===== src/rtl/shift_xor_ctrl.sv =====
// Sequencer for the WIDTH-stage shift-and-xor chain: it loads a word LSB-first with
// its key, drains the chain while capturing the result serially, then hands the result off.
module shift_xor_ctrl #(
  parameter int WIDTH = 8,
  parameter int CNT_W = 16
) (
  input  logic             clk,
  input  logic             rst,
  input  logic             in_valid,
  output logic             in_ready,
  input  logic [WIDTH-1:0] in_data,
  input  logic [WIDTH-1:0] in_key,
  input  logic             abort,
  output logic             out_valid,
  input  logic             out_ready,
  output logic [WIDTH-1:0] out_data,
  output logic             busy,
  output logic [CNT_W-1:0] jobs_done,
  output logic             sr_data_in,
  output logic             sr_xor_in,
  input  logic             sr_data_out
);

  localparam int CW = $clog2(2*WIDTH);
  localparam int IW = $clog2(WIDTH);
  localparam logic [CW-1:0] W_C       = CW'(WIDTH);
  localparam logic [CW-1:0] LOAD_LAST = CW'(WIDTH-1);
  localparam logic [CW-1:0] LAST_C    = CW'(2*WIDTH-1);

  localparam logic [1:0] S_IDLE  = 2'd0;
  localparam logic [1:0] S_LOAD  = 2'd1;
  localparam logic [1:0] S_DRAIN = 2'd2;
  localparam logic [1:0] S_DONE  = 2'd3;

  logic [1:0]       state;
  logic [CW-1:0]    cnt;
  logic [IW-1:0]    idx;
  logic [WIDTH-1:0] data_q, key_q, res, res_next;

  // The same bit index walks the data in LOAD and the key/result in DRAIN.
  always_comb begin
    idx = IW'(cnt);
    if (state == S_DRAIN) idx = IW'(cnt - W_C);
    res_next      = res;
    res_next[idx] = sr_data_out;
  end

  assign in_ready   = (state == S_IDLE);
  assign busy       = (state == S_LOAD) || (state == S_DRAIN);
  assign out_valid  = (state == S_DONE);
  assign sr_data_in = (state == S_LOAD) ? data_q[idx] : 1'b0;
  assign sr_xor_in  = busy ? key_q[idx] : 1'b0;

  always_ff @(posedge clk) begin
    if (rst) begin
      state     <= S_IDLE;
      cnt       <= '0;
      data_q    <= '0;
      key_q     <= '0;
      res       <= '0;
      out_data  <= '0;
      jobs_done <= '0;
    end else begin
      case (state)
        S_IDLE: begin
          if (in_valid && !abort) begin
            data_q <= in_data;
            key_q  <= in_key;
            cnt    <= '0;
            state  <= S_LOAD;
          end
        end
        S_LOAD: begin
          if (abort) begin
            state <= S_IDLE;
            cnt   <= '0;
          end else begin
            cnt <= cnt + 1'b1;
            if (cnt == LOAD_LAST) state <= S_DRAIN;
          end
        end
        S_DRAIN: begin
          if (abort) begin
            state <= S_IDLE;
            cnt   <= '0;
          end else begin
            res <= res_next;
            if (cnt == LAST_C) begin
              // out_data only changes here, so it stays stable through DONE and after.
              out_data <= res_next;
              cnt      <= '0;
              state    <= S_DONE;
            end else begin
              cnt <= cnt + 1'b1;
            end
          end
        end
        S_DONE: begin
          if (abort) begin
            state <= S_IDLE;
          end else if (out_ready) begin
            state     <= S_IDLE;
            jobs_done <= jobs_done + 1'b1;
          end
        end
        default: state <= S_IDLE;
      endcase
    end
  end

endmodule


===== config.mk =====
export PLATFORM = sky130hd
export DESIGN_NAME = shift_xor_ctrl
export DESIGN_NICKNAME = d
export VERILOG_FILES = /design/src/rtl/shift_xor_ctrl.sv
export SDC_FILE = /design/constraint.sdc
export NUM_CORES = 1
export LEC_CHECK = 0
export ABC_AREA = 1
export ABC_CLOCK_PERIOD_IN_PS = 2750
export BUFFER_PORTS_ARGS = -buffer_cell sky130_fd_sc_hd__buf_2
export CAP_MARGIN = 40
export CORE_ASPECT_RATIO = 1.1
export CORE_UTILIZATION = 35
export CTS_CLUSTER_SIZE = 14
export DETAILED_ROUTE_END_ITERATION = 8
export SLEW_MARGIN = 20
export SYNTH_ARGS = -nofsm -noshare
export SYNTH_HDL_FRONTEND = slang
export SYNTH_SLANG_ARGS = --single-unit

===== constraint.sdc =====
create_clock -name clk -period 2.75 [get_ports clk]
set_input_delay 0.1375 -clock clk [delete_from_list [all_inputs] [get_ports clk]]
set_output_delay 0.1375 -clock clk [all_outputs]
set_load 0.01 [all_outputs]

**Yosys cells after proc, flatten, opt, wreduce, memory -nomap -nowiden**

Cells that the tools add are included.

- Add/subtract/negate cells: 3
- $mul: 0
- Div/mod/pow operators: 0
- Magnitude comparators: 2
- Equality and inequality tests: 9
- Shifts and indexed selects: 0
- Mux-type cells: 23
- Bitwise operators: 1
- Reduce and logical (&&, ||, !) cells: 12

Operators with widths:

| cell | number |
|---|---|
| $add 16x1->16 const B | 1 |
| $mux 4 | 4 |
| $mux 2 | 7 |
| $pmux 4 s3 | 1 |
| $ne 3x2->1 const B | 3 |
| $bwmux 8 | 1 |
| $pmux 2 s4 | 1 |
| $bmux 1 s3 | 2 |
| $reduce_and 2->1 | 3 |
| $reduce_and 3->1 | 2 |
| $mux 1 | 5 |
| $add 4x1->4 const B | 1 |
| $eq 2x2->1 const B | 2 |
| $eq 4x3->1 const B | 1 |
| $eq 4x4->1 const B | 1 |
| $lt 3x4->1 const B | 1 |
| $reduce_and 4->1 | 1 |
| $demux 1 s3 | 1 |
| $ge 3x1->1 const B | 1 |
| $mux 3 | 1 |
| $reduce_bool 3->1 | 1 |
| $sub 3x1->3 const B | 1 |
| $eq 2x1->1 const B | 1 |
| $logic_and 1x1->1 | 2 |
| other kinds (5) | 5 |

- Flip-flop bits (word level): 54
- Bits in latches: 0
- Bits in writable memories: 0
- Memory bits (read-only): 0
- Input port bits: 22
- Output and inout bits: 29
- Logic and storage cells: 57
- Memories: 0

**Longest topological paths before layout**

- Word-level depth: 7
- Mapped depth: 9
- Gate-level depth less buffers: 9

**Least setup slack after synthesis**

Ideal clock, no wire load.

- Path kind: register to register
- Start: register state[0]
- End: register jobs_done[13]
- Setup time: 0.115 ns
- Arrival: 1.325 ns
- Data required time: 2.635 ns
- Slack: 1.310 ns
- Stages on the path, launching flop included: 9
- Path buffers: 0
- Period minus slack after synthesis: 1.440 ns
- Path through: dfxtp_1 > ha_1 > nand3_4 > nor2_4 > nand3_4 > nor2_4 > nand3_1 > nand2_1 > nor2_1

- Cells in the longest elaborated chain, start to end: 2

RTL lines:

| item | line | source |
|---|---|---|
| start: declaration | 35 | `logic [1:0] state;` |
| start signal: assignment | 56 | `state <= S_IDLE;` |
| start signal: assignment | 70 | `state <= S_LOAD;` |
| start signal: assignment | 75 | `state <= S_IDLE;` |
| $eq 2x2->1 | n/a |  |
| via out_valid | 14 | `output logic out_valid,` |
| $reduce_and 3->1 (no line) | n/a |  |
| end signal: assignment | 103 | `jobs_done <= jobs_done + 1'b1;` |
| end: declaration | 18 | `output logic [CNT_W-1:0] jobs_done,` |

The timed path passes the listed nets, and every way through them passes these cells.
A chain may end at the register's enable or synchronous reset.

**Worst setup path after layout**

- Start: register cnt[0]
- End: output sr_xor_in

- Cells in the longest elaborated chain, start to end: 5

RTL lines:

| item | line | source |
|---|---|---|
| start: declaration | 36 | `logic [CW-1:0] cnt;` |
| start signal: assignment | 78 | `cnt <= cnt + 1'b1;` |
| start signal: assignment | 94 | `cnt <= cnt + 1'b1;` |
| $sub 3x1->3 | 43 | `if (state == S_DRAIN) idx = IW'(cnt - W_C);` |
| $mux 3 (*) | 43 |  |
| $bmux 1 s3 (*) | 52 | `assign sr_xor_in = busy ? key_q[idx] : 1'b0;` |
| $mux 1 (implied by the code) (*) | 52 |  |
| $mux 1 (*) | 52 |  |
| end: declaration | 20 | `output logic sr_xor_in,` |

Every way passes the cells marked *; elsewhere a longest branch is shown, timed or not. The select of a mux whose other input is x is not followed.

==> impl_metrics.tcl <==
set metrics [dict create \
    status "finished, final reports clean" \
    die_h_microns 91.4 \
    synthSimpleGateAreaFrac 0.211 \
    final_cell_area_sq_um 2960 \
    dp_slack_ns 1.11 \
    cts_max_level 2 \
    crit_required_ns 2.61 \
    tns_ns 0 \
    crit_slowest_cell "dfxtp_1" \
    worst_slew_pin_slew_ns 0.530 \
    p_leak_uw 0.00128 \
    netlist.area_leader.share 0.425 \
    synthFlopType "dfxtp_1" \
    synth_edf_count 0 \
    syn_nets 377 \
    rows 32 \
    area_growth_pct 16.2 \
    relSlewSlack 0.646 \
    worst_slack_ns 0.912 \
    drc 0 \
    via_per_inst 4.72 \
    vdd_ir_drop_max_mv 0.254 \
    overflow 0 \
    grt_max_degree 33 \
    floorplan.initialDensity 0.363 \
    holdWs_ns 0.101 \
    grt_setup_unrepaired "false" \
    drive_gt1_frac 0.178 \
    hold_viol 0 \
    vias 2286 \
    fp.dieW_microns 83.3 \
    io_pins 51 \
    ys_seq_area_frac 0.425 \
    clk_pin_slew_worst_paths_ns 0.09 \
    ant_nets 0 \
    port_buffers 50 \
    synth_xor_area_frac 0.00689 \
    async_flop_share 0 \
    muxShareOfSynthArea 0 \
    fmax_mhz 544 \
    critical_path_arrival_ns 1.70 \
    antenna_cells 0 \
    cp-end-kind "output port" \
    cts.path.max_buffers 2 \
    grt_pass1_vias 2098 \
    dr.pass1.iters 4 \
    hold_class "input pin to register" \
    startpoint_type "register" \
    path_class "register to output port" \
    synthTopCellsByArea "dfxtp_1 (42%), o21ai_0 (8.7%), inv_1 (8.6%)" \
    synthAdderAreaFrac 0.0295 \
    routed_wl_mm 5.48 \
    slew_violations 0 \
    final.setup_skew_ns 0.0125 \
    wl_per_cell_microns 11.3 \
    crit_chain "nand3_1 > o22ai_1 > nor2_1 > a21boi_0 > buf_2" \
    cts_buffers 5 \
    synth_common_cells "inv_1 (58), dfxtp_1 (54), nand2_1 (51), o21ai_0 (44), a21oi_1 (39)" \
    gp_congestion 0.825 \
    synthDistinctLibCells 29 \
    synth_top_area_cell "dfxtp_1" \
    synth_warnings 0 \
    timing.final.crit_share 0.668 \
    antenna_found_initial 0 \
    critical_path.max_fanout 7 \
    ys_seq_elements 54 \
    cts.repair.resized 0 \
    grt.total_usage 0.150 \
    clock_latency_ns 0.31 \
    cts.sinks 54 \
    cts-hold-fix-buffers 0 \
    grt_first_pass_wirelength_mm 9.34 \
    finish.net_count 426 \
    place_area_sq_um 2860 \
    p_per_area_nw_per_um2 497 \
    synthesis.area_sq_um 2540 \
    synth_compound_gate_area_share 0.218 \
    drv_cap 0 \
    synth_top_family_by_area "compound AO/OA/AOI/OAI gates" \
    clock_tree.root_cell "clkbuf_8" \
    yosys.cell_count.top_type "inv_1" \
    setup_viol 0 \
    place_hpwl_mm 4.05 \
    drt_iter0_drc 78 \
    syn_area_per_cell_sq_um 7.29 \
    critPathMaxStageDelay_ns 0.46 \
    cts_setup_buffers 0 \
    tritoncts "built" \
    post-route-min-period_ns 1.84 \
    fp.dieArea_sq_um 7610 \
    synth_cells 349 \
    core_sq_um 7010 \
]
per-stage QoR:
step	power, uW	util	cells
finish	1470	0.422	484
detailed placement	1030	0.409	476
floorplan	973	-	349
CTS	1490	0.422	484
global route	1550	0.422	484
global placement	1030	0.409	476
sequential cells by signal (all words and copies together), names as in the netlist:
register	flops
res	8
state	2
cnt	4
jobs_done	16
out_data	8
key_q	8
data_q	8
cell type report:
type,instances,area (sq um)
multi-input cells,224,1180
clock buffers,7,86.3
fillers,728,4050
well taps,85,106
clock inverters,1,5.00
repair buffers,52,265
flip-flops and latches,54,1080
inverters,61,229
layout by cell type, fill, tap and decap left out, types with 6 or more instances in the layout:
| cell type | n |
|---|---|
| clkbuf_8 | 6 |
| nor2_1 | 27 |
| a21oi_1 | 39 |
| o22ai_1 | 8 |
| o21ai_0 | 44 |
| nand2_1 | 51 |
| o211ai_1 | 7 |
| nand3_1 | 18 |
| inv_1 | 58 |
| buf_2 | 50 |
| dfxtp_1 | 54 |
| ha_1 | 6 |
worst max-delay path, delay by kind of cell, from the launching register on:
kind,cells,cell delay (ns)
compound gates,2,0.42
buf+inv,1,0.17
flops,1,0.46
simple gates,2,0.34
power by group:
| part | leakage (uW) | switching (uW) | internal [uW] | total [uW] |
|---|---|---|---|---|
| sequential | 0.000438 | 15.4 | 811 | 826 |
| combinational | 0.000790 | 122 | 66.2 | 188 |
| clock | 0.0000482 | 252 | 204 | 455 |
per-layer routing:
layer  up-vias  share of wire  GRT usage
met2        52           0.45      0.256
li1       1241              -          -
met4         0          0.013     0.0460
met5         -              0          0
met3         6          0.047     0.0382
met1       987           0.49      0.185
worst paths after layout:
kind | from | end | slack [ns] | depth (start not counted)
worst min register to register | data_q[5]$_SDFFE_PP0P_ | data_q[5]$_SDFFE_PP0P_ | 0.46 | 2
worst max register to register | state[0]$_SDFFE_PP0P_ | cnt[0]$_SDFFE_PP0P_ | 1.09 | 8
worst min-delay path | in_data[3] | data_q[3]$_SDFFE_PP0P_ | 0.10 | 3
worst max-delay path | cnt[0]$_SDFFE_PP0P_ | sr_xor_in | 0.91 | 5
kinds of logic (layout without fill, tap and decap cells):
logic type,after synthesis,count (layout)
simple gates,113,113
compound gates,103,103
buf+inv,71,121
flops,54,54
fa+ha+maj,6,6
xor+xnor,2,2
(Power assumes the default switching activity.)
